<file path="src/rtl/entry_pkg.sv">
// Shared types and defaults for the entry controller: FSM states, parameter
// defaults and the lock-timer width helper.
package entry_pkg;

  typedef enum logic {
    OPEN   = 1'b0,
    LOCKED = 1'b1
  } state_e;

  localparam int DB_CYCLES_DEF   = 4;
  localparam int MAX_TRIES_DEF   = 3;
  localparam int LOCK_CYCLES_DEF = 16;

  localparam int TMR_W_DEF = $clog2(LOCK_CYCLES_DEF);

  // Timer width for a given lockout length; never narrower than one bit.
  function automatic int tmr_w(input int n);
    return (n > 1) ? $clog2(n) : 1;
  endfunction

endpackage

</file>
<file path="src/rtl/debouncer.sv">
// Button front end: 2-flop synchroniser, stability counter and rising-edge
// detect. rise_o is high for the single cycle after the debounced level rises.
module debouncer #(
  parameter int DB_CYCLES = 4
) (
  input  logic CLK,
  input  logic RST,
  input  logic btn_i,
  output logic rise_o
);

  localparam int CW = (DB_CYCLES > 1) ? $clog2(DB_CYCLES) : 1;

  logic          s1_q, s2_q;
  logic          db_q, db_dly_q;
  logic [CW-1:0] cnt_q;

  always_ff @(posedge CLK) begin
    if (!RST) begin
      s1_q     <= 1'b0;
      s2_q     <= 1'b0;
      db_q     <= 1'b0;
      db_dly_q <= 1'b0;
      cnt_q    <= '0;
    end else begin
      s1_q     <= btn_i;
      s2_q     <= s1_q;
      db_dly_q <= db_q;
      if (s2_q != db_q) begin
        if (cnt_q == CW'(DB_CYCLES - 1)) begin
          db_q  <= s2_q;
          cnt_q <= '0;
        end else begin
          cnt_q <= cnt_q + 1'b1;
        end
      end else begin
        cnt_q <= '0;
      end
    end
  end

  assign rise_o = db_q & ~db_dly_q;

endmodule

</file>
<file path="src/rtl/entry_ctrl.sv">
// Entry controller: debounced confirm/request buttons with data capture, a
// tries counter and a timed lockout after too many confirms.
module entry_ctrl
  import entry_pkg::*;
#(
  parameter int DB_CYCLES   = DB_CYCLES_DEF,
  parameter int MAX_TRIES   = MAX_TRIES_DEF,
  parameter int LOCK_CYCLES = LOCK_CYCLES_DEF
) (
  input  logic       CLK,
  input  logic       RST,
  input  logic       btn_confirm,
  input  logic       btn_request,
  input  logic [3:0] sw_pass,
  input  logic [3:0] sw_din,
  input  logic       unlock_ok,
  output logic       confirm,
  output logic       request,
  output logic [3:0] pass_data,
  output logic [3:0] din,
  output logic       locked,
  output logic [1:0] tries
);

  localparam int TW = tmr_w(LOCK_CYCLES);

  logic conf_rise, req_rise;

  debouncer #(.DB_CYCLES(DB_CYCLES)) u_db_conf (
    .CLK    (CLK),
    .RST    (RST),
    .btn_i  (btn_confirm),
    .rise_o (conf_rise)
  );

  debouncer #(.DB_CYCLES(DB_CYCLES)) u_db_req (
    .CLK    (CLK),
    .RST    (RST),
    .btn_i  (btn_request),
    .rise_o (req_rise)
  );

  state_e          state_q, state_d;
  logic [1:0]      tries_q, tries_d;
  logic [TW-1:0]   tmr_q, tmr_d;
  logic            confirm_q, confirm_d;
  logic            request_q, request_d;
  logic [3:0]      pass_q, pass_d;
  logic [3:0]      din_q, din_d;

  always_ff @(posedge CLK) begin
    if (!RST) begin
      state_q   <= OPEN;
      tries_q   <= '0;
      tmr_q     <= '0;
      confirm_q <= 1'b0;
      request_q <= 1'b0;
      pass_q    <= '0;
      din_q     <= '0;
    end else begin
      state_q   <= state_d;
      tries_q   <= tries_d;
      tmr_q     <= tmr_d;
      confirm_q <= confirm_d;
      request_q <= request_d;
      pass_q    <= pass_d;
      din_q     <= din_d;
    end
  end

  always_comb begin
    state_d   = state_q;
    tries_d   = tries_q;
    tmr_d     = tmr_q;
    confirm_d = 1'b0;
    request_d = 1'b0;
    pass_d    = pass_q;
    din_d     = din_q;
    case (state_q)
      OPEN: begin
        request_d = req_rise;
        if (req_rise) din_d = sw_din;
        // A confirm past the limit is swallowed and starts the lockout instead.
        if (conf_rise && (tries_q == 2'(MAX_TRIES)) && !unlock_ok) begin
          state_d = LOCKED;
          tmr_d   = TW'(LOCK_CYCLES - 1);
        end else begin
          confirm_d = conf_rise;
          if (conf_rise) pass_d = sw_pass;
          if (unlock_ok)
            tries_d = conf_rise ? 2'd1 : 2'd0;
          else if (conf_rise && (tries_q < 2'(MAX_TRIES)))
            tries_d = tries_q + 2'd1;
        end
      end
      LOCKED: begin
        if (tmr_q == '0) begin
          state_d = OPEN;
          tries_d = '0;
        end else begin
          tmr_d = tmr_q - 1'b1;
        end
      end
      default: state_d = OPEN;
    endcase
  end

  assign confirm   = confirm_q;
  assign request   = request_q;
  assign pass_data = pass_q;
  assign din       = din_q;
  assign locked    = (state_q == LOCKED);
  assign tries     = tries_q;

endmodule

</file>
<file path="config.mk">
export PLATFORM = sky130hd
export DESIGN_NAME = entry_ctrl
export DESIGN_NICKNAME = d
export VERILOG_FILES = /design/src/rtl/entry_pkg.sv /design/src/rtl/debouncer.sv /design/src/rtl/entry_ctrl.sv
export SDC_FILE = /design/constraint.sdc
export NUM_CORES = 1
export LEC_CHECK = 0
export CORE_UTILIZATION = 39
export CTS_CLUSTER_DIAMETER = 100
export DETAILED_ROUTE_END_ITERATION = 6
export PLACE_DENSITY = 0.75
export SETUP_SLACK_MARGIN = 0.05
export SLEW_MARGIN = 20
export SYNTH_ARGS = -nofsm -noshare
export SYNTH_HDL_FRONTEND = slang
export SYNTH_SLANG_ARGS = --single-unit
</file>
<file path="constraint.sdc">
create_clock -name CLK -period 1.8 [get_ports CLK]
set_input_delay 0.36 -clock CLK [delete_from_list [all_inputs] [get_ports CLK]]
set_output_delay 0.36 -clock CLK [all_outputs]
set_load 0.02 [all_outputs]
</file>
==> run_results.csv, run 1 <==
group,metric,value,unit
clock_network,cts_hold_repair.buffers,0,
floorplanning,die_footprint,0.00312,sq mm
pwr,worst_vdd_drop,0.653,mV
status,run_status,"completed",
synth,asyncSetResetFlopFracSynth,0,%
setup_path,critPathTopFamily,"buffers and inverters",
clock_network,ctsHtreeMaxLevel,2,
pwr,power_per_cell_area,719,mW/mm^2
clock_network,clk-insertion-delay-late,0.33,ns
drt,final_antenna_net_count,0,
setup_path,max_stage_delay,0.62,ns
synth,ys_seq_area_share,51.3,%
drt,detailedRoute.firstIterationViolations,12,
floorplanning,initial_utilization,41.0,%
synth,post-synth-top-count-cell,"sky130_fd_sc_hd__dfxtp_1",
global_routing,first_pass_grt_wire_length,3860,um
setup_path,timing.setup.critical_path_class,"register to primary output",
hold_path,worst_hold_path_type,"register to register",
synth,synth-adder-area-share,5.53,%
floorplanning,die_h,55.9,um
setup_path,crit_path_cell_trace,"clkdlybuf4s50_1",
layout,final_nets,165,
sta,layout_min_cycle_time,1.68,ns
synth,edff_count_synth,0,
setup_path,worst_setup_path_end_kind,"primary output",
setup_path,worst-endpoint-arrival,1.32,ns
placement,placement.cell_area,0.00146,sq mm
drt,wl_per_cell,12.8,um
drt,post_route_drc,0,
sta,fin_ws,0.116,ns
placement,dp_worst_setup_slack,0.0980,ns
sta,worst_pin_slew,0.591,ns
setup_path,critical_path.n_buffers_inverters,1,
flow_run,cap_viol_max_count,0,
setup_path,crit_path_start_kind,"register",
clock_network,number_of_buffers_added_by_the_clock_tree_synthesis_step,5,
placement,gpl.final_weighted_congestion,0.729,
setup_path,required,1.44,ns
synth,synth_mux_area_share,5.31,%
sta,timing.clock.skew,0.00883,ns
placement,post_dp_hpwl,1750,um
synth,synthesis.instances,111,
sta,finalCritPeriodShare,93.6,%
setup_path,timing.critical_path.fanout_max,3,
synth,main_combinational_cell_family_by_area_after_synthesis,"simple AND/OR/NAND/NOR gates",
sta,timing.final.setup_violations,0,
drt,dr_total_vias,946,
synth,ys.warnings.count,0,
layout,total_inserted_antenna_cells,0,
synth,synth.largest_area_cell,"sky130_fd_sc_hd__dfxtp_1",
pwr,total_power,0.00109,W
synth,post_synth_most_frequent_cells,"sky130_fd_sc_hd__dfxtp_1, sky130_fd_sc_hd__nor2_1, sky130_fd_sc_hd__and2_1, sky130_fd_sc_hd__nand3_1",
clock_network,maximum_buffer_depth_of_the_clock_tree,2,
sta,final.setup.tns,0,ns
synth,synth_top_cell_area_share,51.3,%
synth,synth_xor_area_share,1.55,%
global_routing,overflow,0,
placement,io_buffer_count,25,
layout,finish.instance_area,0.00152,sq mm
sta,max_slew_headroom,60.5,%
sta,final-max-slew-violation-count,0,
synth,post_synth.cell_area_avg,10.2,sq um
clock_network,tritoncts,"done",
floorplanning,core_area,0.00276,sq mm
layout,final_layout_size_suffix_gt1_share,13.6,%
drt,finalWirelength,2290,um
global_routing,grt_use_total,16.1,%
floorplanning,floorplan.io_pins,26,
global_routing,grt_antenna_before_repair,0,
sta,fmaxAchievable,594,MHz
synth,ffs_latches_synth,29,
clock_network,clkSinkCount,29,
setup_path,crit_slowest_cell,"sky130_fd_sc_hd__clkdlybuf4s50_1",
global_routing,grt_start_max_net_pins,11,
global_routing,first_global_vias,921,
layout,areaGrowthSynthToFinish,34.3,%
synth,synth.top_cells.by_area,"sky130_fd_sc_hd__dfxtp_1, sky130_fd_sc_hd__ha_1, sky130_fd_sc_hd__mux2i_1",
layout,finish.utilization,55.1,%
synth,ys.flop_type,"sky130_fd_sc_hd__dfxtp_1",
drt,count_of_tritonroute_iterations_in_the_first_routing_pass,4,
synth,synth_nets,129,
sta,unrepaired_setup_endpoints_after_global_routing,"no",
clock_network,cts.reportedPaths.clkPinSlew,0.08,ns
pwr,leakage_component_of_the_power,0.612,nW
synth,post_synth_num_cell_types,34,
floorplanning,std_cell_rows,19,
floorplanning,die_width,55.9,um
synth,synth-compound-area-share,11.3,%
sta,timing.final.hold_violations,0,
synth,synth_area,0.00113,sq mm
drt,route.detailed.vias_per_inst,5.31,
synth,synth-simple-area-share,23.0,%
clock_network,root_buffer,"sky130_fd_sc_hd__clkbuf_4",
[flip-flops by register name (all words and copies together), names as in the netlist]
register and count:
tries 2, confirm 1, u_db_req.db_q 1, u_db_req.cnt_q 2
u_db_req.s2_q 1, pass_data 4, u_db_conf.db_dly_q 1, u_db_conf.cnt_q 2
tmr_q 4, locked 1, u_db_req.s1_q 1, u_db_conf.s1_q 1
din 4, request 1, u_db_conf.s2_q 1, u_db_conf.db_q 1
u_db_req.db_dly_q 1
[placed cells by master, fill, tap and decap left out, drive strengths merged, types with 2 or more instances in the layout]
cell type      Yosys  routed
a21oi              5       5
o21a               2       2
nor4b              2       2
clkbuf             2       7
nor2b              2       2
nand2              2       2
nor3b              2       2
ha                 5       5
a31oi              3       3
and2               8       8
inv                2       2
clkdlybuf4s50      0      23
nor3               2       2
nand3              7       7
nor2               9       9
or3b               4       4
mux2i              6       6
o21ai              6       6
dfxtp             29      29
buf                1       7
[worst reg2reg max path: stages (launching register included)]
cell and delay, ns:
sky130_fd_sc_hd__dfxtp_1 0.35, sky130_fd_sc_hd__inv_1 0.09, sky130_fd_sc_hd__ha_1 0.14, sky130_fd_sc_hd__or3b_2 0.46
sky130_fd_sc_hd__a32o_1 0.28, sky130_fd_sc_hd__o2111a_1 0.25
[layer usage]
metal  vias up  routed length [um]  share of wire [%]  GRT usage [%]
met5         -                   0                  0              0
met1       453                 975                 43           17.2
met2        23                1160                 51           28.7
li1        466                   -                  -              -
met3         4                 119                5.2           6.51
met4         0                  29                1.3           5.23
[report_power, final]
group | total, W | switching [W] | internal, W
registers | 0.000649 | 0.00000241 | 0.000646
logic | 0.0000521 | 0.0000189 | 0.0000332
clock network | 0.000391 | 0.000207 | 0.000184
[cell type report]
cell class              count  area, sq um
flip-flops and latches     29          582
clock buffers               7         55.1
inverters                   3         11.3
well taps                  31         38.8
fillers                   244         1240
repair buffers             32          304
multi-input cells          76          528
[worst paths after layout]
path,from,to,slack (ns),cells past startpoint
worst max-delay path,tries[1],tries[1],0.12,1
worst min-delay path,u_db_req.s1_q,u_db_req.s2_q,0.44,1
worst max register to register,tmr_q[0],tmr_q[3],0.12,5
worst min register to register,u_db_req.s1_q,u_db_req.s2_q,0.44,1
[logic make-up after synthesis]
| group | count (synthesis) |
|---|---|
| and+or+nand+nor | 43 |
| DFF | 29 |
| AOI/OAI and AO/OA | 20 |
| buffers and inverters | 6 |
| muxes | 6 |
| adders and majority gates | 5 |
| xor gates and xnor gates | 2 |
[stage by stage]
stage               instances  hold slack (ns)
floorplan                 111            0.406
global placement          171            0.412
detailed placement        171            0.420
CTS                       178            0.441
global route              178            0.472
finish                    178            0.436
[timing repair]
action / in CTS / in global routing
setup buffers: 0 / 0
resized for setup: 2 / 1
setup endpoints to repair: 1 / 1
Power figures use the tool's default switching activity.
==> run 2: changes to the inputs <==
CTS_CLUSTER_DIAMETER = unset   (was 100)
==> results of run 2 <==
Same layout as run 1: the final DEF is identical, and so are final timing and power.
